## config.mk

```make
export PLATFORM = sky130hd
export DESIGN_NAME = int_controller
export DESIGN_NICKNAME = d
export VERILOG_FILES = /design/src/rtl/int_pkg.sv /design/src/rtl/prio_enc.sv /design/src/rtl/int_controller.sv
export SDC_FILE = /design/constraint.sdc
export NUM_CORES = 1
export LEC_CHECK = 0
export ABC_AREA = 1
export ABC_CLOCK_PERIOD_IN_PS = 1250
export BUFFER_PORTS_ARGS = -buffer_cell sky130_fd_sc_hd__buf_2
export CAP_MARGIN = 40
export CORE_MARGIN = 2
export CORE_UTILIZATION = 34
export CTS_BUF_LIST = sky130_fd_sc_hd__clkbuf_4 sky130_fd_sc_hd__clkbuf_8
export CTS_CLUSTER_SIZE = 24
export DETAILED_ROUTE_END_ITERATION = 8
export PLACE_DENSITY = 0.66
export SETUP_SLACK_MARGIN = 0.5
export SKIP_LAST_GASP = 1
export SYNTH_ARGS = -nofsm -noshare
export SYNTH_HDL_FRONTEND = slang
export SYNTH_SLANG_ARGS = --single-unit
```

## constraint.sdc

```tcl
create_clock -name clk -period 1.25 [get_ports clk]
set_input_delay 0.1875 -clock clk [delete_from_list [all_inputs] [get_ports clk]]
set_output_delay 0.1875 -clock clk [all_outputs]
set_load 0.005 [all_outputs]
```

## src/rtl/int_pkg.sv

```systemverilog
// int_pkg: shared state encoding and default sizing for the interrupt controller
package int_pkg;
   localparam int N_SRC = 4;
   localparam int VEC_W = 10;
   localparam logic [VEC_W-1:0] VEC_BASE = 10'h3C0;
   localparam int VEC_STRIDE = 4;
   localparam int ID_W = $clog2(N_SRC);
   typedef enum logic [1:0] {IDLE, REQ, SERVICE} state_t;
endpackage

```

## src/rtl/prio_enc.sv

```systemverilog
// prio_enc: lowest-index-wins priority encoder over a request vector
module prio_enc #(
   parameter int N = 4,
   parameter int IW = (N > 1) ? $clog2(N) : 1
) (
   input  logic [N-1:0]  req,
   output logic          valid,
   output logic [IW-1:0] id
);
   always_comb begin
      id = '0;
      for (int i = N - 1; i >= 0; i--)
         if (req[i]) id = IW'(i);
   end
   assign valid = |req;
endmodule

```

## src/rtl/int_controller.sv

```systemverilog
// int_controller: latches event pulses, masks and arbitrates them, and runs the irq/ack/eoi handshake
module int_controller #(
   parameter int N_SRC = int_pkg::N_SRC,
   parameter int VEC_W = int_pkg::VEC_W,
   parameter logic [VEC_W-1:0] VEC_BASE = int_pkg::VEC_BASE,
   parameter int VEC_STRIDE = int_pkg::VEC_STRIDE,
   parameter int IW = (N_SRC > 1) ? $clog2(N_SRC) : 1
) (
   input  logic             clk,
   input  logic             reset,
   input  logic [N_SRC-1:0] src,
   input  logic             mask_we,
   input  logic [N_SRC-1:0] mask_wdata,
   input  logic             ack,
   input  logic             eoi,
   output logic             irq,
   output logic [VEC_W-1:0] vector,
   output logic [IW-1:0]    active_id,
   output logic [N_SRC-1:0] pending,
   output logic [N_SRC-1:0] mask
);
   import int_pkg::*;
   state_t state;
   logic [N_SRC-1:0] new_mask, clr;
   logic win_valid, do_ack;
   logic [IW-1:0] win_id;
   logic [VEC_W-1:0] vec_next;
   prio_enc #(.N(N_SRC), .IW(IW)) u_enc (
      .req   (pending & mask),
      .valid (win_valid),
      .id    (win_id)
   );
   assign new_mask = mask_we ? mask_wdata : mask;
   assign do_ack = (state == REQ) && ack;
   assign clr = do_ack ? (N_SRC'(1) << active_id) : '0;
   assign vec_next = VEC_BASE + VEC_W'(VEC_STRIDE) * VEC_W'(win_id);
   always_ff @(posedge clk) begin
      if (reset) begin
         state <= IDLE;
         pending <= '0;
         mask <= '0;
         irq <= 1'b0;
         vector <= '0;
         active_id <= '0;
      end else begin
         // a new event in the clearing cycle survives the ack
         pending <= (pending & ~clr) | src;
         if (mask_we) mask <= mask_wdata;
         case (state)
            IDLE: if (win_valid) begin
               active_id <= win_id;
               vector <= vec_next;
               irq <= 1'b1;
               state <= REQ;
            end
            REQ: if (ack) begin
               irq <= 1'b0;
               state <= SERVICE;
            end else if (!new_mask[active_id]) begin
               irq <= 1'b0;
               state <= IDLE;
            end
            SERVICE: if (eoi) state <= IDLE;
            default: begin
               irq <= 1'b0;
               state <= IDLE;
            end
         endcase
      end
   end
endmodule
```

==> summary.txt <==
=======================================================================================
Fin area .................................................................     1160 µm²
TritonCTS buffer count ...................................................            3
Commonest cells after routing, fill and taps aside ....................... sky130_fd_sc_hd__buf_2, sky130_fd_sc_hd__nand2_1, sky130_fd_sc_hd__buf_4
Seq/Total Area, Yosys ....................................................        0.406
Residual DRC .............................................................            0
Pre-CTS worst setup slack ................................................     0.146 ns
Netlist area before placement ............................................      691 µm²
Most frequent standard cell in the layout excluding fill and tap cells ... sky130_fd_sc_hd__buf_2
Startpoint kind of the worst setup timing path ...........................         flop
Worst Clk Skew ...........................................................   0.00576 ns
Cell repeated most along the worst path .................................. sky130_fd_sc_hd__nand2_4
Fmax .....................................................................    0.877 GHz
Critical path's largest stage delay ......................................      0.37 ns
Port Buffer Count ........................................................           29
Cell at the root of the clock tree ....................................... sky130_fd_sc_hd__clkbuf_4
Maximum number of pins on one net before global-route repair .............           15
Biggest fanout along the worst timing path ...............................            3
Die Span X ...............................................................      49.1 µm
Setup repair after global routing missed its margin ......................          yes
Count of vias placed by the detailed router ..............................          794
Clock transition at path regs ............................................      0.08 ns
Via count of the first global-routing pass ...............................          753
Clock sink count .........................................................           14
Core Region ..............................................................     1940 µm²
Number of antenna violations at the first check in global routing ........            0
CTS tree .................................................................          yes
Total of endpoints with negative setup slack in the final report .........            0
Tcrit/Tclk final .........................................................        0.912
Placed Instances .........................................................          147
Number of cells produced by synthesis ....................................           98
Final critical-path required period ......................................      1.14 ns
Placed instance area .....................................................      838 µm²
Flip-flop and latch count after synthesis ................................           14
Placer Congestion ........................................................        0.811
Routed wire per std cell .................................................      12.8 µm
IO Count .................................................................           34
Number of violations reported at the end of detailed-routing iteration 0 .           17
Number of vias per cell after detailed routing ...........................         4.78
Critical Path, Cell by Cell .............................................. buf_12 -> nand2_4 -> nand2_4 -> o21ai_4 -> a21oi_1 -> a211oi_1
Number of library cell types mapped by synthesis .........................           19
Sum of routed wire length over all layers ................................      2120 µm
Kind of cell with the highest combined delay on the critical path ........ compound AO/OA/AOI/OAI gates
Starting density of the core .............................................        0.356
Endpoint type of the worst setup path ....................................         flop
Worst setup path category ................................................   reg -> reg
Total global-route track usage ...........................................        0.171
Req. time, crit path .....................................................      1.44 ns
HPWL after detailed placement ............................................      1210 µm
Classification of the worst-slack hold path ..............................    in -> reg
Fraction of final layout cells sized beyond drive strength 1 .............        0.662
Result of the run ........................................................ finished clean
Die Area .................................................................     2410 µm²
Number of diodes .........................................................            0
Area Growth Syn to Fin ...................................................        67.9%
Power density of the placed cells ........................................   975 nW/µm²
Number of violations of the max-capacitance limit ........................            0
Library cell contributing the largest single delay on the critical path .. sky130_fd_sc_hd__dfxtp_4
Residual antenna-violating net count after detailed routing ..............            0
Number of slew-limit violations in the final report ......................            0
Final standard cell count with taps included and fillers excluded ........          166
Height of the die ........................................................      49.1 µm
Number of buffers on the longest clock path ..............................            2
PnR Total Power ..........................................................    0.00113 W
Count of TritonRoute iterations in the first routing pass ................            4
Insertion delay to the later sink of the worst-skew pair .................      0.28 ns
Number of nets at the end of the flow ....................................          153
Total leakage power ......................................................     0.601 nW
Final hold violation count ...............................................            0
Final setup margin .......................................................     0.110 ns
Total number of H-tree levels ............................................            1
Wire length of the first global-routing pass .............................      3140 µm
Buffer and inverter count on the worst path ..............................            1
Std-Cell Rows ............................................................           16
Leftover overflow at the end of global routing ...........................            0
Maximum ir drop on the vdd rail ..........................................     0.643 mV
Warnings from Yosys ......................................................            0
Hold buffer count at CTS .................................................            0
Arrival time worst endpoint ..............................................      1.33 ns
Average instance area after synthesis ....................................     7.05 µm²
=======================================================================================
[area by class of cell]
class | count | area, µm²
inverter | 12 | 50.0
sequential | 14 | 304
tap | 27 | 33.8
timing repair buffer | 44 | 328
fill | 175 | 782
multi-input combinational | 65 | 414
clock buffer | 4 | 30.0
[synth_stat cells, drive strengths merged]
library cell	n	area, µm²
nand3b	1	7.51
dfxtp	14	280
nor2	7	26.3
nand2	28	108
conb	1	3.75
a21oi	13	68.8
o21ai	4	27.5
clkbuf	1	3.75
a211oi	2	15.0
o31ai	3	22.5
nor3	1	5.00
buf	9	67.6
clkinv	1	3.75
inv	11	41.3
nand3	2	10.0
[repair_timing]
action | 4_1_cts | 5_1_grt
resized for setup | 24 | 19
setup buffers | 12 | 3
hold endpoints to repair | 0 | 0
endpoints found under the setup margin | 27 | 27
pin swaps | 2 | 12
[worst reg2reg max path: stages (launching register included)]
cell and delay, ns:
sky130_fd_sc_hd__dfxtp_4 0.37, sky130_fd_sc_hd__buf_12 0.13, sky130_fd_sc_hd__nand2_4 0.06, sky130_fd_sc_hd__nand2_4 0.06, sky130_fd_sc_hd__o21ai_4 0.19, sky130_fd_sc_hd__a21oi_1 0.07
sky130_fd_sc_hd__a211oi_1 0.18
[layer usage]
layer  global-route usage  vias to the layer above  routed length, µm
li1                     -                      385                  -
met1                0.189                      374                800
met2                0.304                       29               1180
met3               0.0245                        6                 89
met4                0.105                        0                 57
met5                    0                        -                  0
[worst paths after layout]
kind,startpoint,depth (start not counted),end,slack [ns]
setup / recovery,mask[3],6,active_id[0],0.11
hold / removal,src[0],3,pending[0],0.13
setup reg to reg,mask[3],6,active_id[0],0.11
hold reg to reg,irq,2,irq,0.47
[metrics by stage]
stage	hold slack, ns	util	setup TNS (ns)
floorplan	0.249	-	0
global placement	0.422	0.432	0
detailed placement	0.425	0.432	0
CTS	0.126	0.538	0
global route	0.130	0.597	-0.0122
finish	0.127	0.597	0
[report_power, final]
part | leakage (nW) | total (W) | switching, W | internal (W)
clock network | 0.0184 | 0.000291 | 0.000145 | 0.000146
registers | 0.121 | 0.000529 | 0.0000464 | 0.000483
logic | 0.461 | 0.000311 | 0.000146 | 0.000165
total | 0.601 | 0.00113 | 0.000338 | 0.000793
[sequential cells by signal, indices dropped and copies added, names as in the netlist]
name,count
state,2
pending,4
active_id,1
irq,1
vector,2
mask,4
[cells by family after synthesis]
group	synth area share
compound gates	0.194
simple gates	0.226
buf+inv	0.168
flops	0.406
other cells	0.00543
Power figures use the tool's default switching activity.
